==> config.mk <==
export PLATFORM = sky130hd
export DESIGN_NAME = fifo_arbiter
export DESIGN_NICKNAME = d
export VERILOG_FILES = /design/src/rtl/fifo_arbiter_pkg.sv /design/src/rtl/fifo_arbiter_next_sel.sv /design/src/rtl/fifo_arbiter.sv
export SDC_FILE = /design/constraint.sdc
export NUM_CORES = 1
export LEC_CHECK = 0
export BUFFER_PORTS_ARGS = -buffer_cell sky130_fd_sc_hd__buf_2
export CORE_AREA = 2 2 81 83
export DETAILED_ROUTE_END_ITERATION = 6
export DIE_AREA = 0 0 83 85
export PLACE_DENSITY = 0.74
export SYNTH_ARGS = -nofsm -noshare
export SYNTH_HDL_FRONTEND = slang
export SYNTH_SLANG_ARGS = --single-unit
==> constraint.sdc <==
create_clock -name BUS_CLK -period 2.1 [get_ports BUS_CLK]
set_input_delay 0.21 -clock BUS_CLK [delete_from_list [all_inputs] [get_ports BUS_CLK]]
set_output_delay 0.21 -clock BUS_CLK [all_outputs]
set_load 0.01 [all_outputs]
==> src/rtl/fifo_arbiter_pkg.sv <==
`default_nettype none
// -----------------------------------------------------------------------------
// fifo_arbiter_pkg : shared types and constants for the N-channel FIFO arbiter
// Rev 1.0
// -----------------------------------------------------------------------------
package fifo_arbiter_pkg;

  localparam logic ARB_MODE_RR    = 1'b0;
  localparam logic ARB_MODE_FIXED = 1'b1;

  typedef enum logic {
    ST_IDLE  = 1'b0,
    ST_GRANT = 1'b1
  } arb_state_e;

  // Index width that stays legal for a single-entry range
  function automatic int clog2_min1(input int n);
    return (n <= 2) ? 1 : $clog2(n);
  endfunction

endpackage
`default_nettype wire

==> src/rtl/fifo_arbiter_next_sel.sv <==
`default_nettype none
// -----------------------------------------------------------------------------
// arb_next_sel : rotating / fixed priority encoder over the eligible mask
// Rev 1.0
// -----------------------------------------------------------------------------
module arb_next_sel
  import fifo_arbiter_pkg::*;
#(
  parameter int NUM_CH = 4,
  parameter int IDX_W  = 2
) (
  input  logic [NUM_CH-1:0] elig,
  input  logic [IDX_W-1:0]  start,
  input  logic              mode,
  output logic              found,
  output logic [IDX_W-1:0]  idx
);

  logic [IDX_W-1:0] w_base;
  logic [IDX_W:0]   w_pos;

  always_comb begin
    found  = 1'b0;
    idx    = '0;
    w_pos  = '0;
    // Fixed priority is a rotating scan that always starts at channel 0
    w_base = (mode == ARB_MODE_RR) ? start : '0;
    for (int k = 0; k < NUM_CH; k++) begin
      w_pos = {1'b0, w_base} + (IDX_W+1)'(k);
      if (w_pos >= (IDX_W+1)'(NUM_CH)) begin
        w_pos = w_pos - (IDX_W+1)'(NUM_CH);
      end
      if (!found && elig[w_pos[IDX_W-1:0]]) begin
        found = 1'b1;
        idx   = w_pos[IDX_W-1:0];
      end
    end
  end

endmodule
`default_nettype wire

==> src/rtl/fifo_arbiter.sv <==
`default_nettype none
// -----------------------------------------------------------------------------
// fifo_arbiter : merges NUM_CH FWFT source FIFOs onto one FWFT sink port
// Rev 1.0
// -----------------------------------------------------------------------------
module fifo_arbiter
  import fifo_arbiter_pkg::*;
#(
  parameter int NUM_CH     = 4,
  parameter int DATA_WIDTH = 32,
  parameter int MAX_BURST  = 16
) (
  input  logic                         BUS_CLK,
  input  logic                         BUS_RST_B,
  input  logic                         ARB_MODE,
  input  logic [NUM_CH-1:0]            CH_ENABLE,
  input  logic [NUM_CH-1:0]            CH_EMPTY,
  input  logic [NUM_CH*DATA_WIDTH-1:0] CH_DATA,
  output logic [NUM_CH-1:0]            CH_READ,
  input  logic                         FIFO_READ,
  output logic                         FIFO_EMPTY,
  output logic [DATA_WIDTH-1:0]        FIFO_DATA,
  output logic                         GRANT_VALID,
  output logic [$clog2(NUM_CH)-1:0]    GRANT_IDX,
  output logic                         READ_ERROR
);

  localparam int IDX_W = clog2_min1(NUM_CH);
  localparam int CNT_W = clog2_min1(MAX_BURST + 1);
  localparam logic [CNT_W-1:0] BURST_LAST = (MAX_BURST == 0) ? '0 : CNT_W'(MAX_BURST - 1);
  localparam logic [IDX_W-1:0] LAST_IDX   = IDX_W'(NUM_CH - 1);

  arb_state_e       state_q, state_d;
  logic [IDX_W-1:0] grant_q, grant_d;
  logic [IDX_W-1:0] last_q,  last_d;
  logic [CNT_W-1:0] cnt_q,   cnt_d;
  logic             rd_err_q;

  logic [DATA_WIDTH-1:0] w_ch_data [NUM_CH];
  logic [NUM_CH-1:0]     w_elig, w_grant_oh, w_sel_elig;
  logic                  w_active, w_sink_empty, w_pop, w_burst_rel, w_drain_rel;
  logic [IDX_W-1:0]      w_base, w_start, w_sel_idx;
  logic                  w_found;

  generate
    for (genvar i = 0; i < NUM_CH; i++) begin : g_unpack
      assign w_ch_data[i] = CH_DATA[i*DATA_WIDTH +: DATA_WIDTH];
    end
  endgenerate

  // The sink is gated during reset so no pop can escape in the reset cycle
  assign w_active     = (state_q == ST_GRANT) && BUS_RST_B;
  assign w_elig       = CH_ENABLE & ~CH_EMPTY;
  assign w_grant_oh   = NUM_CH'(1) << grant_q;
  assign w_sink_empty = w_active ? (CH_EMPTY[grant_q] | ~CH_ENABLE[grant_q]) : 1'b1;
  assign w_pop        = w_active & FIFO_READ & ~w_sink_empty;
  assign w_burst_rel  = (MAX_BURST != 0) && w_pop && (cnt_q == BURST_LAST);
  assign w_drain_rel  = w_active & w_sink_empty;

  // A burst-limited channel steps aside only when someone else is waiting
  assign w_sel_elig = (w_burst_rel && |(w_elig & ~w_grant_oh)) ? (w_elig & ~w_grant_oh) : w_elig;
  assign w_base     = (state_q == ST_GRANT) ? grant_q : last_q;
  assign w_start    = (w_base == LAST_IDX) ? '0 : w_base + 1'b1;

  arb_next_sel #(
    .NUM_CH (NUM_CH),
    .IDX_W  (IDX_W)
  ) u_next_sel (
    .elig  (w_sel_elig),
    .start (w_start),
    .mode  (ARB_MODE),
    .found (w_found),
    .idx   (w_sel_idx)
  );

  assign CH_READ     = w_pop ? w_grant_oh : '0;
  assign FIFO_EMPTY  = w_sink_empty;
  assign FIFO_DATA   = w_active ? w_ch_data[grant_q] : '0;
  assign GRANT_VALID = (state_q == ST_GRANT);
  assign GRANT_IDX   = grant_q;
  assign READ_ERROR  = rd_err_q;

  always_comb begin
    state_d = state_q;
    grant_d = grant_q;
    last_d  = last_q;
    cnt_d   = cnt_q;
    case (state_q)
      ST_IDLE: begin
        if (w_found) begin
          state_d = ST_GRANT;
          grant_d = w_sel_idx;
          cnt_d   = '0;
        end
      end
      ST_GRANT: begin
        if (w_pop) begin
          cnt_d = cnt_q + 1'b1;
        end
        if (w_burst_rel || w_drain_rel) begin
          last_d = grant_q;
          if (w_found) begin
            grant_d = w_sel_idx;
            cnt_d   = '0;
          end else begin
            state_d = ST_IDLE;
          end
        end
      end
      default: state_d = ST_IDLE;
    endcase
  end

  always_ff @(posedge BUS_CLK) begin
    if (!BUS_RST_B) begin
      state_q  <= ST_IDLE;
      grant_q  <= '0;
      last_q   <= LAST_IDX;
      cnt_q    <= '0;
      rd_err_q <= 1'b0;
    end else begin
      state_q  <= state_d;
      grant_q  <= grant_d;
      last_q   <= last_d;
      cnt_q    <= cnt_d;
      rd_err_q <= FIFO_READ & w_sink_empty;
    end
  end

endmodule
`default_nettype wire
After elaboration in Yosys (flattened, before gate mapping) --
Index checks and enable logic that the tools add are counted.
Operators by class: bitwise gates (word level) 13, equality and inequality tests 4, mux-type cells 45, add/subtract/negate cells 9, shift operators 1, magnitude comparators 10, reduce and logical (&&, ||, !) cells 12
Operators with widths (count):
- 32-bit 2-to-1 mux | 3
- 32-bit binary-select mux with 2-bit select | 1
- 2-bit 2-to-1 mux | 13
- 5-bit 2-to-1 mux | 4
- 2-bit by 3-bit < comparator with 1-bit output, second input constant | 5
- 1-bit 2-to-1 mux | 13
- 1-bit binary-select mux with 2-bit select | 6
- 3-bit >= comparator, second input constant | 4
- 5-bit one-hot mux with 2 select lines | 1
- 4-bit bitwise AND | 2
- 4-bit 2-to-1 mux | 2
- 4-bit NOT | 2
- 2-bit by 1-bit subtractor with 2-bit output, second input constant | 4
- 2-bit by 2-bit adder with 3-bit output, second input constant | 2
- 1-bit logical AND | 6
- 5-bit by 1-bit adder with 5-bit output, second input constant | 1
- 5-bit by 4-bit equality test with 1-bit output, second input constant | 1
- 1-bit bitwise AND | 4
- 2-bit by 1-bit != test with 1-bit output, second input constant | 2
- 2-bit one-hot mux with 2 select lines | 1
- 4-bit OR reduction | 1
- 1-bit by 2-bit << shifter with 4-bit output, first input constant | 1
- 2-bit by 1-bit adder with 3-bit output, second input constant | 1
- 2-bit by 3-bit >= comparator with 1-bit output, second input constant | 1
- 9 further kinds | 13
Storage, ports and cells: bits in registers 11, logic and storage cells 99

Depth between registers and ports, before layout --
Gate-level depths: netlist of run 1.
depth after elaboration 25, depth in mapped cells 10, gate-level depth less buffers 9

Cells and area by module --
From an unflattened synthesis of run 1, not the netlist that was laid out.
Unflattened totals: cell total of the unflattened synthesis 216, area total of the unflattened synthesis 2120.8 µm²
Modules (own cells, without submodules):
- fifo_arbiter | sequential area each 220.2 µm², cells each 170, area an instance 1780.5 µm², times used 1
- arb_next_sel | sequential area each 0.0 µm², cells each 46, area an instance 340.3 µm², times used 1

Worst setup path before layout of run 1 --
OpenSTA, ideal clock, no wires.
path kind reg2out, start point reg grant_q[0] (netlist: GRANT_IDX[0]), end point out FIFO_DATA[11], slack -0.363 ns, data arrival time 2.253 ns, data required time 1.890 ns, stages on the path, launching flop included 7, path through dfxtp_1 buf_2 buf_2 buf_1 buf_2 mux4_2 and2_1
Between the ends: longest elaborated chain between the ends 5
Ends and longest elaborated chain:
- from (decl) | line fifo_arbiter.sv:34 | logic [IDX_W-1:0] grant_q, grant_d;
- from (signal assigned) | line fifo_arbiter.sv:123 | grant_q <= grant_d;
- 2-bit NOT with 3-bit output (not written as such) | line fifo_arbiter.sv:78 | assign FIFO_DATA = w_active ? w_ch_data[grant_q] : '0;
- 32-bit binary-select mux with 2-bit select | line fifo_arbiter.sv:78
- 32-bit 2-to-1 mux (not written as such) (2 in a row) | line fifo_arbiter.sv:78
- 32-bit 2-to-1 mux | line fifo_arbiter.sv:78
- to (decl) | line fifo_arbiter.sv:22 | output logic [DATA_WIDTH-1:0] FIFO_DATA,
No other way between the ends. The select of a mux whose other input is x is not followed.

Worst setup path in the final report of run 1 --
start point reg grant_q[1] (netlist: GRANT_IDX[1]), end point reg grant_q[1] (netlist: GRANT_IDX[1])
Between the ends: longest elaborated chain between the ends 25
Ends and longest elaborated chain:
- branches (longest 25 deep; another with 2-bit by 1-bit adder with 3-bit output)
Several ways; the timed one is not identified. The select of a mux whose other input is x is not followed. A chain may end at the register's enable or synchronous reset.

==> results of run 1 <==
==> power groups by stage <==
stage	registers, W	logic, W	clock network, W
final	0.000233	0.000911	0.000217
after global routing	0.000235	0.000976	0.000226
after CTS	0.000233	0.000884	0.000220
after detailed placement	0.000237	0.000842	0
after global placement	0.000237	0.000821	0
after floorplan	0.000236	0.000481	0
==> cell usage in the layout (no fill, tap or decap), types with 5 or more instances in the layout <==
cell type | Yosys | layout
sky130_fd_sc_hd__inv_1 | 6 | 5
sky130_fd_sc_hd__o211ai_1 | 6 | 6
sky130_fd_sc_hd__nor2_1 | 14 | 13
sky130_fd_sc_hd__a21oi_1 | 6 | 6
sky130_fd_sc_hd__mux4_2 | 33 | 33
sky130_fd_sc_hd__nand2_1 | 25 | 25
sky130_fd_sc_hd__buf_4 | 0 | 47
sky130_fd_sc_hd__o21ai_0 | 7 | 7
sky130_fd_sc_hd__buf_6 | 1 | 5
sky130_fd_sc_hd__buf_2 | 6 | 180
sky130_fd_sc_hd__and2_1 | 32 | 33
sky130_fd_sc_hd__dfxtp_1 | 11 | 7
==> layer usage <==
layer,global-route usage,vias to the layer above,part of all wire
met1,0.3182,1387,0.42
met3,0.03988,25,0.052
met2,0.4545,129,0.50
met4,0.07154,0,0.028
met5,0,-,0
li1,-,1346,-
==> worst max-delay path by stage <==
stage / endpoint / from / slack, ns
after CTS: GRANT_IDX[1]$_SDFFE_PN0P_ / GRANT_IDX[0]$_SDFFE_PN0P_ / -0.11
after detailed placement: GRANT_IDX[1]$_SDFFE_PN0P_ / cnt_q[1]$_SDFFE_PN0P_ / -0.30
final: GRANT_IDX[1]$_SDFFE_PN0P_ / GRANT_IDX[1]$_SDFFE_PN0P_ / -0.14
after global routing: cnt_q[2]$_SDFFE_PN0P_ / cnt_q[0]$_SDFFE_PN0P_ / -0.24
after floorplan: GRANT_IDX[1]$_SDFFE_PN0P_ / GRANT_IDX[1]$_SDFFE_PN0P_ / -0.21
after global placement: GRANT_IDX[1]$_SDFFE_PN0P_ / CH_EMPTY[0] / -0.25
==> cell families (layout without fill, tap and decap cells) <==
logic type,count (synthesis),count (layout),synth area share
multiplexers,33,33,0.3482
AND/OR/NAND/NOR,108,108,0.2913
other,0,1,0
XOR/XNOR,3,3,0.01231
AO/OA/AOI/OAI,50,50,0.1805
buffers and inverters,26,245,0.05275
adder cells (fa/ha/maj),2,2,0.01172
flip-flops,11,11,0.1032
==> what timing repair did <==
action / 4_1_cts / 5_1_grt
pin swaps: 15 / 1
gates cloned: 1 / 0
resized for setup: 18 / 13
setup buffers: 2 / 2
endpoints found under the setup margin: 29 / 26
==> synthesized netlist by cell type, types with 4 or more instances <==
master,number,share of area
sky130_fd_sc_hd__nor3_1,4,0.0094
sky130_fd_sc_hd__a31oi_1,4,0.012
sky130_fd_sc_hd__nor2_1,14,0.025
sky130_fd_sc_hd__mux4_2,33,0.35
sky130_fd_sc_hd__a21oi_1,6,0.014
sky130_fd_sc_hd__clkbuf_1,9,0.016
sky130_fd_sc_hd__buf_1,4,0.0070
sky130_fd_sc_hd__nand4_1,4,0.012
sky130_fd_sc_hd__o211ai_1,6,0.021
sky130_fd_sc_hd__nand2_1,25,0.044
sky130_fd_sc_hd__o21ai_0,7,0.016
sky130_fd_sc_hd__buf_2,6,0.014
sky130_fd_sc_hd__and2_1,32,0.094
sky130_fd_sc_hd__and3_1,5,0.015
sky130_fd_sc_hd__inv_1,6,0.011
sky130_fd_sc_hd__dfxtp_1,11,0.10
==> per-stage QoR <==
stage,total power (W),worst slack (ns),cell area (um2),instances
finish,0.001361,-0.1436,3685,530
CTS,0.001336,-0.1112,3618,527
global route,0.001436,-0.2421,3685,530
floorplan,0.0007164,-0.2069,2173,233
global placement,0.001058,-0.2528,3452,520
detailed placement,0.001079,-0.3036,3452,520
==> worst min-delay path: cells and delay by family <==
family,cells,cell delay [ns]
AO/OA/AOI/OAI,1,0.04
buffers and inverters,3,0.29
==> final cells by class <==
type,instances,area share
repair buffers,235,0.3759
clock buffers,4,0.01222
well taps,77,0.02615
diodes,1,0.0006791
inverters,6,0.006112
multi-input cells,196,0.5165
flip-flops and latches,11,0.06248
==> state kept, by name, summed over array words and instances (netlist names) <==
| register | flops |
|---|---|
| READ_ERROR | 1 |
| cnt_q | 5 |
| GRANT_VALID | 1 |
| GRANT_IDX | 2 |
| last_q | 2 |
==> results.ini, run 1 <==
[clock_tree]
numClockSinks = 11
cts_buffers = 3
tritoncts = built
clk_latency_ns = 0.24
cts_buffer_depth = 2
cts-hold-fix-buffers = 0
cts.htree.levels = 1
clock-root-buffer = sky130_fd_sc_hd__clkbuf_8
path_clk_slew_ns = 0.05

[floorplan]
placeableCoreArea_um2 = 6205
design.portCount = 181
die-area_um2 = 7055
floorplan.initialDensity = 0.3440
die_h_um = 85
std_cell_rows = 29
die_width_um = 83

[synth]
synth-seq-cells = 11
synth-async-reset-ratio = 0
yosys_warning_total = 0
cell_area_synth_um2 = 2135
cell_count_after_synthesis = 233
syn-num-nets = 375
synthFlopType = sky130_fd_sc_hd__dfxtp_1
ys_seq_area_frac = 0.1032
synthesis.area_per_instance_um2 = 9.161
netlist-cell-type-count = 53
synth_enable_flop_cells = 0

[critical_path]
rr_endpoint = GRANT_IDX[1]$_SDFFE_PN0P_
worst_path_most_repeated_cell = sky130_fd_sc_hd__buf_4
cp_startpoint_kind = flip-flop
critPathCaptureType = flip-flop
r2r_start = GRANT_IDX[1]$_SDFFE_PN0P_
r2r_setup_slk_ns = -0.14
critical_path.slowest_cell = sky130_fd_sc_hd__mux4_2
cp_data_required_time_ns = 2.24
critPathKind = reg2reg
timing.critical_path.fanout_max = 5
cp_slowest_stage_delay_ns = 0.56
crit_arrival_ns = 2.38
path_delay_family = buffers and inverters
crit_chain = inv_2 -> mux4_2 -> nand4_4 -> buf_4 -> o41ai_4 -> buf_4 -> buf_6 -> a21o_1 -> buf_4 -> a221oi_1
path_depth = 10
path_buf_inv = 5
r2r_cells = 10

[global_routing]
grt_pass1_vias = 2915
pin_count_of_the_biggest_net_entering_global_routing = 38
global_route.overflow_total = 0
number_of_antenna_violations_at_the_first_check_in_global_routing = 1
gr-usage-all-layers = 0.2541
first_pass_grt_wire_length_um = 14390

[route]
final_antenna_net_count = 0
vias = 2887
drt_wl_total_um = 9415
detailed_route_drc_error_count = 0
drtPass1Iterations = 4
via_per_inst = 5.447
post_drt_wl_per_cell_um = 17.76
detailedRoute.firstIterationViolations = 138

[worst_hold_path]
worst_hold_path.num_cells = 4
hold_path.startpoint = BUS_RST_B
hold_path.class = in2reg
whs_endpoint = GRANT_IDX[1]$_SDFFE_PN0P_

[placement]
count_of_input_and_output_buffers = 180
routabilityCongestion = 1.019
post-dp-hpwl_um = 7844

[finish]
multi_input_gate_area_in_the_final_layout_um2 = 1903
area_delta_synth_final_pct = 72.63
finalCoreUtilization = 0.5939
layout-drive-gt1-share = 0.6659
final.fill_count = 554
register_area_um2 = 230.2
num-nets-final = 595

[power]
internal-power_w = 0.0008572
max-vdd-ir-drop_mv = 0.2383
power_leakage_nw = 1.762
power_density_nw_per_um2 = 369.4
p_seq_frac = 0.171
sw_frac_of_total = 0.3703
clock_power_share = 0.159
power.switching_w = 0.0005042
power.combinational.fraction = 0.669

[timing]
post-route-min-period_ns = 2.244
final.hold.worst_slack_ns = 0.3416
setup_viol_count_final = 7
final_hold_viol_count = 0
tightest_slew_ns = 0.5340
postLayoutSetupSlackWorst_ns = -0.1436
grt_setup_unrepaired = yes
timing_max_transition_violations_final = 0
final_min_period_over_clock_period = 1.068
setup_tns_ns = -0.6394
slew_headroom = 0.6432
fmaxAchievable_mhz = 445.7
clock-skew-final_ns = 0.004247

[run]
maxCapViolations = 0

[run_status]
run_status = finished, violations left
failed_checks = negative setup slack

No activity file was read; power rests on OpenSTA's default activity.
==> run 2: changes to the inputs <==
Settings changed: BUFFER_PORTS_ARGS -buffer_cell sky130_fd_sc_hd__buf_2 to -buffer_cell sky130_fd_sc_hd__buf_4.
==> run 2 against run 1 <==
The flow still finishes with violations (negative setup slack); flip-flop and latch count is the same; register-to-register slack is essentially flat; die area is the same.
==> results.ini, run 2 (synthesis gave the netlist of run 1 again) <==
[run_status]
run_status = finished, violations left  ; unchanged
failed_checks = negative setup slack  ; unchanged

[timing]
post-route-min-period_ns = 2.258  ; was 2.244 ns
tightest_slew_ns = 0.3898  ; was 0.5340 ns
clock-skew-final_ns = 0.002490  ; was 0.004247 ns
final_hold_viol_count = 0  ; unchanged
fmaxAchievable_mhz = 443.0  ; was 445.7 MHz
setup_viol_count_final = 7  ; unchanged
slew_headroom = 0.7367  ; was 0.6432
final_min_period_over_clock_period = 1.075  ; was 1.068
grt_setup_unrepaired = yes  ; unchanged
postLayoutSetupSlackWorst_ns = -0.1575  ; was -0.1436 ns
final.hold.worst_slack_ns = 0.2753  ; was 0.3416 ns
timing_max_transition_violations_final = 0  ; unchanged

[finish]
largest-register = cnt_q  ; unchanged
flip_flop_count_of_the_largest_register_after_layout = 5  ; unchanged
antennaDiodeCount = 0  ; was 1
layout-drive-gt1-share = 0.6726  ; was 0.6659
postLayoutCellArea_um2 = 4165  ; was 3685 um2
final.fill_count = 546  ; was 554
area_delta_synth_final_pct = 95.13  ; was 72.63%
leading_cell_type_in_the_layout_fill_and_taps_excluded = sky130_fd_sc_hd__buf_4  ; was sky130_fd_sc_hd__buf_2
layout_common_cells = sky130_fd_sc_hd__buf_4, sky130_fd_sc_hd__mux4_2, sky130_fd_sc_hd__and2_1, sky130_fd_sc_hd__nand2_1, sky130_fd_sc_hd__nor2_1  ; was sky130_fd_sc_hd__buf_2, sky130_fd_sc_hd__buf_4, sky130_fd_sc_hd__mux4_2, sky130_fd_sc_hd__and2_1, sky130_fd_sc_hd__nand2_1
num-nets-final = 595  ; unchanged

[critical_path]
critPathCaptureType = flip-flop  ; unchanged
cp_data_required_time_ns = 2.25  ; was 2.24 ns
critPathKind = reg2reg  ; unchanged
cp_startpoint_kind = flip-flop  ; unchanged
r2r_cells = 10  ; unchanged
crit_arrival_ns = 2.41  ; was 2.38 ns
timing.critical_path.fanout_max = 5  ; unchanged

[clock_tree]
tritoncts = built  ; unchanged
clock-root-buffer = sky130_fd_sc_hd__clkbuf_8  ; unchanged
clk_latency_ns = 0.24  ; about the same
cts_buffer_depth = 2  ; unchanged
path_clk_slew_ns = 0.06  ; was 0.05 ns
cts-hold-fix-buffers = 0  ; unchanged
cts_buffers = 3  ; unchanged
cts.htree.levels = 1  ; unchanged
numClockSinks = 11  ; unchanged

[placement]
post_dp_cell_area_um2 = 3887  ; was 3452 um2
post-dp-hpwl_um = 8013  ; was 7844 um
routabilityCongestion = 0.9625  ; was 1.019
count_of_input_and_output_buffers = 180  ; unchanged

[global_routing]
first_pass_grt_wire_length_um = 14810  ; was 14390 um
global_route.overflow_total = 0  ; unchanged
pin_count_of_the_biggest_net_entering_global_routing = 38  ; unchanged
grt_pass1_vias = 2917  ; was 2915
gr-usage-all-layers = 0.2613  ; was 0.2541
number_of_antenna_violations_at_the_first_check_in_global_routing = 0  ; was 1

[route]
drtPass1Iterations = 4  ; unchanged
detailed_route_drc_error_count = 0  ; unchanged
final_antenna_net_count = 0  ; unchanged
detailedRoute.firstIterationViolations = 153  ; was 138
vias = 2886  ; was 2887
via_per_inst = 5.456  ; was 5.447
post_drt_wl_per_cell_um = 18.96  ; was 17.76 um
drt_wl_total_um = 10030  ; was 9415 um

[power]
design_power_total_w = 0.001480  ; was 0.001361 W
power_density_nw_per_um2 = 355.2  ; was 369.4 nW/um2
power_leakage_nw = 1.885  ; was 1.762 nW
max-vdd-ir-drop_mv = 0.2674  ; was 0.2383 mV

[floorplan]
design.portCount = 181  ; unchanged
floorplan.initialDensity = 0.3440  ; unchanged
std_cell_rows = 29  ; unchanged
die_width_um = 83  ; unchanged
die-area_um2 = 7055  ; unchanged
placeableCoreArea_um2 = 6205  ; unchanged
die_h_um = 85  ; unchanged

[worst_hold_path]
worst_hold_path.num_cells = 2  ; was 4
hold_path.class = in2reg  ; unchanged

[run]
maxCapViolations = 0  ; unchanged

==> run 2: changes by cell type in the layout (fill, tap and decap cells not counted), sizes merged <==
| cell | before | now |
|---|---|---|
| clkbuf | 4 | 5 |
| buf | 235 | 234 |
| diode | 1 | 0 |
==> run 2: worst paths after layout <==
check                                      startpoint                        end  slack, ns
worst max-delay path            cnt_q[1]$_SDFFE_PN0P_  GRANT_IDX[1]$_SDFFE_PN0P_      -0.16
worst min-delay path                        FIFO_READ      READ_ERROR$_SDFF_PN0_       0.28
worst max register to register  cnt_q[1]$_SDFFE_PN0P_  GRANT_IDX[1]$_SDFFE_PN0P_      -0.16
worst min register to register  cnt_q[4]$_SDFFE_PN0P_      cnt_q[4]$_SDFFE_PN0P_       0.47
==> run 2: per-stage QoR <==
| step | worst slack, ns | utilization | TNS [ns] | std cells |
|---|---|---|---|---|
| 3_3_place_gp | -0.2693 | 0.6265 | -1.435 | 518 |
| 3_5_place_dp | -0.3761 | 0.6265 | -2.132 | 518 |
| 5_1_grt | -0.2877 | 0.6713 | -1.798 | 529 |
| 4_1_cts | -0.1457 | 0.6528 | -0.5413 | 525 |
| 2_1_floorplan | -0.2069 | - | -0.4557 | 233 |
| 6_report | -0.1575 | 0.6713 | -0.7871 | 529 |
==> run 2: timing repair <==
| item | CTS | global route |
|---|---|---|
| buffers inserted | 3 | 3 |
| gates cloned | 0 | 1 |
| resized for setup | 20 | 17 |
| setup endpoints to repair | 40 | 21 |
| pin swaps | 9 | 10 |
==> run 2: power by group <==
group          total (W)  internal (W)  switching [W]
clock           0.000228      0.000134      0.0000934
combinational    0.00102      0.000602       0.000418
sequential      0.000232      0.000221      0.0000113
total            0.00148      0.000957       0.000523
==> run 2: layer usage <==
layer | up-vias | part of all wire | wire [um] | track usage
li1 | 1350 | - | - | -
met1 | 1383 | 0.41 | 4134 | 0.3281
met2 | 130 | 0.50 | 4975 | 0.4604
met3 | 23 | 0.066 | 661 | 0.04377
met4 | 0 | 0.026 | 259 | 0.08197
met5 | - | 0 | 0 | 0
==> run 2: final cells by class <==
class | instances | area, um2 | area share
Clock buffer | 4 | 45.04 | 0.01081
Inverter | 6 | 25.02 | 0.006008
Tap cell | 77 | 96.34 | 0.02313
Timing Repair Buffer | 235 | 1837 | 0.4410
Sequential cell | 11 | 227.7 | 0.05467
Multi-Input combinational cell | 196 | 1934 | 0.4644
==> run 2: worst max-delay path, stage by stage, from the launching register on <==
cell,delay (ns)
sky130_fd_sc_hd__dfxtp_2,0.35
sky130_fd_sc_hd__ha_4,0.14
sky130_fd_sc_hd__and3_4,0.19
sky130_fd_sc_hd__ha_4,0.14
sky130_fd_sc_hd__nand4_4,0.13
sky130_fd_sc_hd__o41ai_1,0.43
sky130_fd_sc_hd__buf_4,0.19
sky130_fd_sc_hd__buf_4,0.10
sky130_fd_sc_hd__a21o_1,0.18
sky130_fd_sc_hd__a31oi_1,0.07
sky130_fd_sc_hd__a221oi_2,0.24
